File: src/rtl/clock_pkg.sv
// Shared types and constants for the clock time-setting logic.
package clock_pkg;

  typedef enum logic [1:0] {
    ST_IDLE = 2'd0,
    ST_EDIT = 2'd1,
    ST_LOAD = 2'd2
  } state_e;

  localparam logic [2:0] FLD_SEC  = 3'b001;
  localparam logic [2:0] FLD_MIN  = 3'b010;
  localparam logic [2:0] FLD_HOUR = 3'b100;

  localparam logic [7:0] BCD_MAX_SEC  = 8'h59;
  localparam logic [7:0] BCD_MAX_MIN  = 8'h59;
  localparam logic [7:0] BCD_MAX_HOUR = 8'h23;

endpackage

File: src/rtl/bcd_wrap_step.sv
// One-step BCD increment/decrement of a two-digit field, wrapping between 00 and max_i.
module bcd_wrap_step (
  input  logic [7:0] val_i,
  input  logic [7:0] max_i,
  input  logic       inc_i,
  input  logic       dec_i,
  output logic [7:0] nxt_o
);

  always_comb begin
    nxt_o = val_i;
    if (inc_i && !dec_i) begin
      if (val_i == max_i)            nxt_o = 8'h00;
      else if (val_i[3:0] == 4'd9)   nxt_o = {val_i[7:4] + 4'd1, 4'd0};
      else                           nxt_o = {val_i[7:4], val_i[3:0] + 4'd1};
    end else if (dec_i && !inc_i) begin
      if (val_i == 8'h00)            nxt_o = max_i;
      else if (val_i[3:0] == 4'd0)   nxt_o = {val_i[7:4] - 4'd1, 4'd9};
      else                           nxt_o = {val_i[7:4], val_i[3:0] - 4'd1};
    end
  end

endmodule

File: src/rtl/clock_time_setter.sv
// Edit-mode controller: shadows the live time, edits it field by field, and
// loads it back into the time counter through a req/ack handshake with timeout.
module clock_time_setter
  import clock_pkg::*;
#(
  parameter int ACK_TIMEOUT = 16
) (
  input  logic       CP,
  input  logic       _CR,
  input  logic       adjust,
  input  logic       left,
  input  logic       right,
  input  logic       up,
  input  logic       down,
  input  logic       apply,
  input  logic [7:0] cur_sec,
  input  logic [7:0] cur_min,
  input  logic [7:0] cur_hour,
  input  logic       load_ack,
  output logic       editing,
  output logic [2:0] field_sel,
  output logic [7:0] edit_sec,
  output logic [7:0] edit_min,
  output logic [7:0] edit_hour,
  output logic       load_req,
  output logic       load_err,
  output state_e     dbg_state
);

  localparam int CW = (ACK_TIMEOUT > 1) ? $clog2(ACK_TIMEOUT) : 1;

  state_e          state_q, state_d;
  logic [CW-1:0]   cnt_q, cnt_d;
  logic            editing_q, editing_d;
  logic [2:0]      field_sel_q, field_sel_d;
  logic [7:0]      sec_q, sec_d, min_q, min_d, hour_q, hour_d;
  logic            load_req_q, load_req_d;
  logic            load_err_q, load_err_d;
  logic            step_en, inc, dec, timeout;
  logic [7:0]      sec_nxt, min_nxt, hour_nxt;

  // Buttons only act in EDIT when neither leaving nor applying this cycle.
  assign step_en = (state_q == ST_EDIT) && adjust && !apply;
  assign inc     = step_en && up && !down;
  assign dec     = step_en && down && !up;

  // Handshake: load_req rises the cycle after apply and stays high until
  // load_ack is sampled high or the timeout fires; load_ack is only observed
  // in LOAD, and an ack on the timeout cycle wins over the timeout.
  assign timeout = (state_q == ST_LOAD) && !load_ack && (cnt_q == CW'(ACK_TIMEOUT - 1));

  bcd_wrap_step u_sec (
    .val_i(sec_q), .max_i(BCD_MAX_SEC), .inc_i(inc && field_sel_q[0]),
    .dec_i(dec && field_sel_q[0]), .nxt_o(sec_nxt)
  );
  bcd_wrap_step u_min (
    .val_i(min_q), .max_i(BCD_MAX_MIN), .inc_i(inc && field_sel_q[1]),
    .dec_i(dec && field_sel_q[1]), .nxt_o(min_nxt)
  );
  bcd_wrap_step u_hour (
    .val_i(hour_q), .max_i(BCD_MAX_HOUR), .inc_i(inc && field_sel_q[2]),
    .dec_i(dec && field_sel_q[2]), .nxt_o(hour_nxt)
  );

  always_ff @(posedge CP or negedge _CR) begin
    if (!_CR) begin
      state_q     <= ST_IDLE;
      cnt_q       <= '0;
      editing_q   <= 1'b0;
      field_sel_q <= FLD_SEC;
      sec_q       <= 8'h00;
      min_q       <= 8'h00;
      hour_q      <= 8'h00;
      load_req_q  <= 1'b0;
      load_err_q  <= 1'b0;
    end else begin
      state_q     <= state_d;
      cnt_q       <= cnt_d;
      editing_q   <= editing_d;
      field_sel_q <= field_sel_d;
      sec_q       <= sec_d;
      min_q       <= min_d;
      hour_q      <= hour_d;
      load_req_q  <= load_req_d;
      load_err_q  <= load_err_d;
    end
  end

  always_comb begin
    state_d = state_q;
    case (state_q)
      ST_IDLE: if (adjust) state_d = ST_EDIT;
      ST_EDIT: begin
        if (!adjust)    state_d = ST_IDLE;
        else if (apply) state_d = ST_LOAD;
      end
      ST_LOAD: if (load_ack || timeout) state_d = adjust ? ST_EDIT : ST_IDLE;
      default: state_d = ST_IDLE;
    endcase
  end

  always_comb begin
    editing_d   = (state_d != ST_IDLE);
    load_req_d  = (state_d == ST_LOAD);
    load_err_d  = timeout;
    cnt_d       = (state_q == ST_LOAD && state_d == ST_LOAD) ? cnt_q + CW'(1) : '0;
    field_sel_d = field_sel_q;
    if (state_d == ST_IDLE || (state_d == ST_EDIT && state_q != ST_EDIT)) begin
      field_sel_d = FLD_SEC;
    end else if (step_en && right && !left) begin
      field_sel_d = {field_sel_q[1:0], field_sel_q[2]};
    end else if (step_en && left && !right) begin
      field_sel_d = {field_sel_q[0], field_sel_q[2:1]};
    end
    sec_d  = sec_q;
    min_d  = min_q;
    hour_d = hour_q;
    if (state_q == ST_IDLE) begin
      sec_d  = cur_sec;
      min_d  = cur_min;
      hour_d = cur_hour;
    end else if (step_en) begin
      sec_d  = sec_nxt;
      min_d  = min_nxt;
      hour_d = hour_nxt;
    end
  end

  assign editing   = editing_q;
  assign field_sel = field_sel_q;
  assign edit_sec  = sec_q;
  assign edit_min  = min_q;
  assign edit_hour = hour_q;
  assign load_req  = load_req_q;
  assign load_err  = load_err_q;
  assign dbg_state = state_q;

endmodule

File: config.mk
export PLATFORM = sky130hd
export DESIGN_NAME = clock_time_setter
export DESIGN_NICKNAME = d
export VERILOG_FILES = /design/src/rtl/clock_pkg.sv /design/src/rtl/bcd_wrap_step.sv /design/src/rtl/clock_time_setter.sv
export SDC_FILE = /design/constraint.sdc
export NUM_CORES = 1
export LEC_CHECK = 0
export BUFFER_PORTS_ARGS = -buffer_cell sky130_fd_sc_hd__buf_2
export CAP_MARGIN = 20
export CORE_AREA = 2 2 77 79
export DETAILED_ROUTE_END_ITERATION = 12
export DIE_AREA = 0 0 79 81
export GPL_TIMING_DRIVEN = 0
export PLACE_DENSITY = 0.81
export SLEW_MARGIN = 20
export SYNTH_ARGS = -nofsm -noshare
export SYNTH_HDL_FRONTEND = slang
export SYNTH_SLANG_ARGS = --single-unit
File: constraint.sdc
create_clock -name CP -period 3.8 [get_ports CP]
set_clock_uncertainty 0.05 [all_clocks]
set_input_delay 0.95 -clock CP [delete_from_list [all_inputs] [get_ports CP]]
set_output_delay 0.95 -clock CP [all_outputs]
set_load 0.01 [all_outputs]
**Word level (Yosys, flattened, before mapping)**

Index checks and enable logic that the tools add are counted.

- Flip-flop bits (word level): 36
- Input bits: 33
- Output and inout port bits: 32
- Logic and storage cells: 137

- Add/sub/neg operators: 13
- Equality and inequality tests: 15
- Muxes and demuxes: 34
- Reductions and logical operators: 63

Operators by type and width:

| cell | count |
|---|---|
| 8-bit two-way mux | 24 |
| 4-bit by 1-bit adder with 4-bit output (second input constant) | 7 |
| 1-bit logical AND | 26 |
| 8-bit logical NOT | 3 |
| 4-bit by 1-bit subtractor with 4-bit output (second input constant) | 6 |
| 4-bit == test (second input constant) | 4 |
| 8-bit by 7-bit == test with 1-bit output (second input constant) | 2 |
| 1-bit logical NOT | 12 |
| 4-bit logical NOT | 3 |
| 4-bit != test (second input constant) | 3 |
| 4-bit AND reduction | 3 |
| 3-bit nonzero test | 4 |
| 4-bit nonzero test | 3 |
| 3-bit two-way mux | 3 |
| 8-bit by 6-bit == test with 1-bit output (second input constant) | 1 |
| 2-bit two-way mux | 4 |
| 2-bit case mux with 3 select lines | 1 |
| 2-bit AND reduction | 3 |
| 2-bit by 1-bit == test with 1-bit output (second input constant) | 2 |
| 2-bit == test (second input constant) | 2 |
| 2-bit logical NOT | 2 |
| 4-bit two-way mux | 1 |
| 2-bit nonzero test | 2 |
| 1-bit logical OR | 2 |
| 2 further kinds | 2 |

**Logic depth before layout (Yosys ltp)**

- Word-level depth: 12
- Depth in mapped cells: 7
- Depth with buffers taken out: 7

**Hierarchy**

A second synthesis with hierarchy kept.

- Cells, all modules: 463
- Area, all modules: 3867.5 um^2

By module, submodules not included:

| module | instances | cells each | area an instance (um^2) | sequential area each (um^2) |
|---|---|---|---|---|
| bcd_wrap_step | 3 | 100 | 709.4 | 0.0 |
| clock_time_setter | 1 | 163 | 1739.2 | 902.1 |

**Worst setup path before layout**

No wires, ideal clock.

- Kind: input to register
- From: in apply
- To: reg hour_q[5] (netlist: edit_hour[5])
- Setup time: 0.128 ns
- Data arrival time: 2.116 ns
- Data required time: 3.622 ns
- Slack: 1.507 ns
- Stages on the path: 7
- Path buffers: 2
- Cells stage by stage: nand4bb_1 > buf_6 > nor2_4 > and3_1 > buf_6 > nor3_4 > mux2_1

- Cells in the longest elaborated chain, start to end: 10
- Elaborated cells between the ends (all ways): 20
- Classes of those cells: eq/ne (1); mux (3); reduce/logical (16)

Ends and longest elaborated chain:

| element | RTL line | RTL |
|---|---|---|
| start, declared | clock_time_setter.sv:15 | `input logic apply,` |
| 1-bit logical NOT (*) | clock_time_setter.sv:43 | `assign step_en = (state_q == ST_EDIT) && adjust && !apply;` |
| 1-bit logical AND (*) | clock_time_setter.sv:43 |  |
| 1-bit logical AND (2 in a row) | clock_time_setter.sv:45 | `assign dec = step_en && down && !up;` |
| 1-bit logical AND | clock_time_setter.sv:62 | `.dec_i(dec && field_sel_q[2]), .nxt_o(hour_nxt)` |
| 1-bit logical NOT | bcd_wrap_step.sv:12 | `if (inc_i && !dec_i) begin` |
| 1-bit logical AND | bcd_wrap_step.sv:12 |  |
| 8-bit two-way mux | bcd_wrap_step.sv:12 |  |
| 8-bit two-way mux | clock_time_setter.sv:122 | `end else if (step_en) begin` |
| 8-bit two-way mux | clock_time_setter.sv:118 | `if (state_q == ST_IDLE) begin` |
| end signal, assigned | clock_time_setter.sv:83 | `hour_q <= hour_d;` |
| end, declared | clock_time_setter.sv:36 | `logic [7:0] sec_q, sec_d, min_q, min_d, hour_q, hour_d;` |

Every way passes the cells marked *; elsewhere a longest branch is shown, timed or not. The select of a mux whose other input is x is not followed.
A chain may end at the register's enable or synchronous reset.

**Worst setup path after layout**

- From: in up
- To: reg hour_q[5] (netlist: edit_hour[5])

- Cells in the longest elaborated chain, start to end: 8
- Elaborated cells between the ends (all ways): 17
- Classes of those cells: eq/ne (1); mux (3); reduce/logical (13)

Ends and longest elaborated chain:

| element | RTL line | RTL |
|---|---|---|
| start, declared | clock_time_setter.sv:13 | `input logic up,` |
| 1-bit logical NOT | clock_time_setter.sv:45 |  |
| 1-bit logical AND | clock_time_setter.sv:45 |  |
| 1-bit logical AND | clock_time_setter.sv:62 |  |
| 1-bit logical NOT | bcd_wrap_step.sv:12 |  |
| 1-bit logical AND | bcd_wrap_step.sv:12 |  |
| 8-bit two-way mux | bcd_wrap_step.sv:12 |  |
| 8-bit two-way mux | clock_time_setter.sv:122 |  |
| 8-bit two-way mux | clock_time_setter.sv:118 |  |

Parallel ways exist; a longest one is shown, timed or not. The select of a mux whose other input is x is not followed.

==> impl_metrics.py <==
metrics = {
    "run_status": {
        "status": "completed",
    },
    "detailed_routing": {
        "vias_per_cell": 5.93,
        "vias": 2859,
        "wl_um": 7550,
        "dr.pass1.iters": 4,
        "drc_errors": 0,
        "dr.first_iter.drc_count": 129,
        "routedWlPerCell_um": 15.7,
        "ant_nets": 0,
    },
    "sta": {
        "fmax_mhz": 426,
        "setup_tns_ns": 0,
        "grt_setup_unrepaired": "no",
        "slew_violations": 0,
        "worstMarginPinSlew_ns": 0.835,
        "finalCritPeriodShare_pct": 61.8,
        "fin_crit_ns": 2.35,
        "finalHoldViolCount": 0,
        "setup_violations": 0,
        "holdWs_ns": 0.427,
        "slew_headroom_pct": 44.3,
    },
    "logic_synthesis": {
        "synthCells": 335,
        "synth_area_leaders": "dfrtp_1, ha_1, nor2_1",
        "ys_seq_area_share_pct": 30.0,
        "ys_ff_latch": 36,
        "synth_edf_count": 0,
        "ys.warnings.count": 0,
        "ys.flop_type": "dfrtp_1",
        "synth_fp_nets": 389,
        "synthArstFlopShare_pct": 100,
        "syn_area_sq_um": 3010,
        "synth_top_area_share_pct": 29.1,
        "syn_avg_cell_area_sq_um": 8.98,
        "yosys.area.top_type": "dfrtp_1",
        "yosysUniqueCellTypes": 66,
    },
    "global_routing": {
        "grt_first_pass_wirelength_um": 12400,
        "grt_pass1_vias": 2593,
        "grt_util_all_layers_pct": 24.6,
        "grt_max_degree": 37,
        "grt_overflow": 0,
        "grt_antenna_before_repair": 0,
    },
    "clock_tree": {
        "numCtsBuffers": 5,
        "cts_resized": 0,
        "htreeDepth": 2,
        "clk_pin_slew_worst_paths_ns": 0.08,
        "cts_tree": "yes",
        "root_buffer": "clkbuf_8",
        "clock_sinks": 36,
        "cts_setup_buffers": 0,
        "cts_hold_buf": 0,
        "clockBufferDepth": 2,
        "insertion_delay_ns": 0.30,
    },
    "power_and_ir_drop": {
        "power_density_nw_per_um2": 491,
        "p_sw_share_pct": 43.2,
        "power_frac_comb_pct": 48.4,
        "clkPwrFrac_pct": 17.1,
        "p_int_mw": 0.980,
        "vdd_drop_max_v": 0.000362,
        "power.total_mw": 1.72,
        "seqPwrFrac_pct": 34.5,
        "leakagePower_nw": 1.57,
        "switchingPower_mw": 0.745,
    },
    "critical_path": {
        "end_kind": "flip-flop",
        "critical_path_class": "in -> reg",
        "worstPathRequired_ns": 3.93,
        "crit_fanout": 6,
        "arrival_ns": 2.48,
        "startpoint_type": "input pin",
    },
    "cells_and_area": {
        "drive_above_1_share_pct": 24.6,
        "fin_nets": 460,
        "area_growth_pct": 16.8,
        "n_antenna_cell": 0,
    },
    "floorplan": {
        "initial_core_util_pct": 53.0,
        "ios": 65,
        "dieWidth_um": 79,
        "coreArea_sq_um": 5680,
        "core.rowCount": 28,
        "die_area_sq_um": 6400,
        "chipHeight_um": 81,
    },
    "placement": {
        "dp_hpwl_um": 5570,
        "io_buffers": 64,
        "gp_congestion": 0.948,
    },
    "job": {
        "max_cap_violations": 0,
    },
    "hold_path": {
        "hold_class": "reg -> reg",
    },
}
==> worst max-delay path: stages <==
cell and delay [ns]:
buf_2 0.15, xor2_2 0.35, a41oi_1 0.34, nor3_4 0.33, mux2_1 0.36
==> area by class of cell <==
type	count	area (sq um)
flip-flops and latches	36	902
clock buffers	8	90.1
plain buffers	15	95.1
inverters	18	67.6
repair buffers	64	320
well taps	75	93.8
fillers	526	2160
multi-input cells	266	1940
==> flip-flops by register name (all words and copies together), names as in the netlist <==
register,flops
editing,1
field_sel,3
dbg_state,2
load_req,1
edit_sec,8
edit_hour,8
load_err,1
edit_min,8
cnt_q,4
==> power groups by stage <==
stage               combinational [mW]  sequential, mW  clock [mW]
CTS                              0.828           0.593       0.303
global placement                 0.794           0.596           0
finish                           0.834           0.595       0.295
floorplan                        0.552           0.618           0
detailed placement               0.825           0.600           0
global route                     0.934           0.614       0.313
==> logic make-up (layout without fill, tap and decap cells) <==
kind of cell	after synthesis	count (layout)	share of synthesized area, %
AOI/OAI and AO/OA	104	104	25.1
and+or+nand+nor	121	121	23.8
muxes	10	10	3.83
xor gates and xnor gates	10	10	3.16
adders and majority gates	21	21	8.74
DFF	36	36	30.0
buffers and inverters	33	105	5.41
==> final timing paths <==
check                                        startpoint                  endpoint  slack (ns)  depth (start not counted)
worst min register to register       cnt_q[0]$_DFF_PN0_        cnt_q[0]$_DFF_PN0_        0.43                          1
worst min-delay path                 cnt_q[0]$_DFF_PN0_        cnt_q[0]$_DFF_PN0_        0.43                          1
min in group asynchronous                           _CR   edit_sec[4]$_DFFE_PN0P_        0.69                          1
max in group asynchronous                           _CR    dbg_state[0]$_DFF_PN0_        2.46                          1
worst max-delay path                                 up  edit_hour[5]$_DFFE_PN0P_        1.45                          5
worst max register to register  edit_min[0]$_DFFE_PN0P_   edit_min[6]$_DFFE_PN0P_        1.59                          7
==> Yosys cell counts, types with 2 or more instances <==
library cell   n
o21ai_1        7
ha_1          21
nand2_1       17
a31oi_1        9
o22ai_1        7
dfrtp_1       35
o31ai_1       11
a221oi_1       3
a22o_1         3
nand3b_1      11
clkbuf_1       7
nand4_1        5
o211ai_1       3
xor2_1         4
mux2i_1        7
o31a_1         2
o21a_1         2
a211o_1        3
a21oi_1       17
a22oi_1        5
or2_2          3
and3b_1        5
o21ai_0        9
buf_6          3
nor2_2         2
inv_1         18
xnor2_1        5
or3b_1         3
nor2_1        32
buf_2          4
nor2b_1        4
a31oi_4        2
a211oi_1       5
mux2_1         2
nand3_4        2
nor3_1        11
o21bai_1       2
nor3_2         2
nand2b_1       3
nand3_1       10
a21o_1         3
a31oi_2        2
==> metrics by stage <==
stage / std cells / util, % / setup slack (ns) / instance area [sq um]
3_3_place_gp: 474 / 60.3 / 1.22 / 3420
4_1_cts: 482 / 61.9 / 1.47 / 3510
5_1_grt: 482 / 61.9 / 1.39 / 3510
2_1_floorplan: 335 / - / 1.51 / 3010
6_report: 482 / 61.9 / 1.45 / 3510
3_5_place_dp: 474 / 60.3 / 1.15 / 3420
==> cells in the final DEF (no fill, tap or decap), types with 3 or more instances in the layout <==
master / n
buf_2: 68
dfrtp_1: 35
nor2_1: 32
ha_1: 21
inv_1: 18
nand2_1: 17
a21oi_1: 17
nand3b_1: 11
o31ai_1: 11
nor3_1: 11
nand3_1: 10
a31oi_1: 9
clkbuf_1: 9
o21ai_0: 9
o21ai_1: 7
mux2i_1: 7
o22ai_1: 7
clkbuf_8: 6
and3b_1: 5
xnor2_1: 5
nand4_1: 5
a211oi_1: 5
a22oi_1: 5
nor2b_1: 4
xor2_1: 4
nand2b_1: 3
or2_2: 3
or3b_1: 3
buf_6: 3
a21o_1: 3
a22o_1: 3
o211ai_1: 3
a211o_1: 3
a221oi_1: 3
==> routing by layer <==
metal  wire (um)  up-vias  GRT usage [%]
li1            -     1394              -
met1        3420     1371           32.2
met2        3660       85           41.1
met3         384        9           4.78
met4          87        0           7.93
met5           0        -              0
Power figures use the tool's default switching activity.
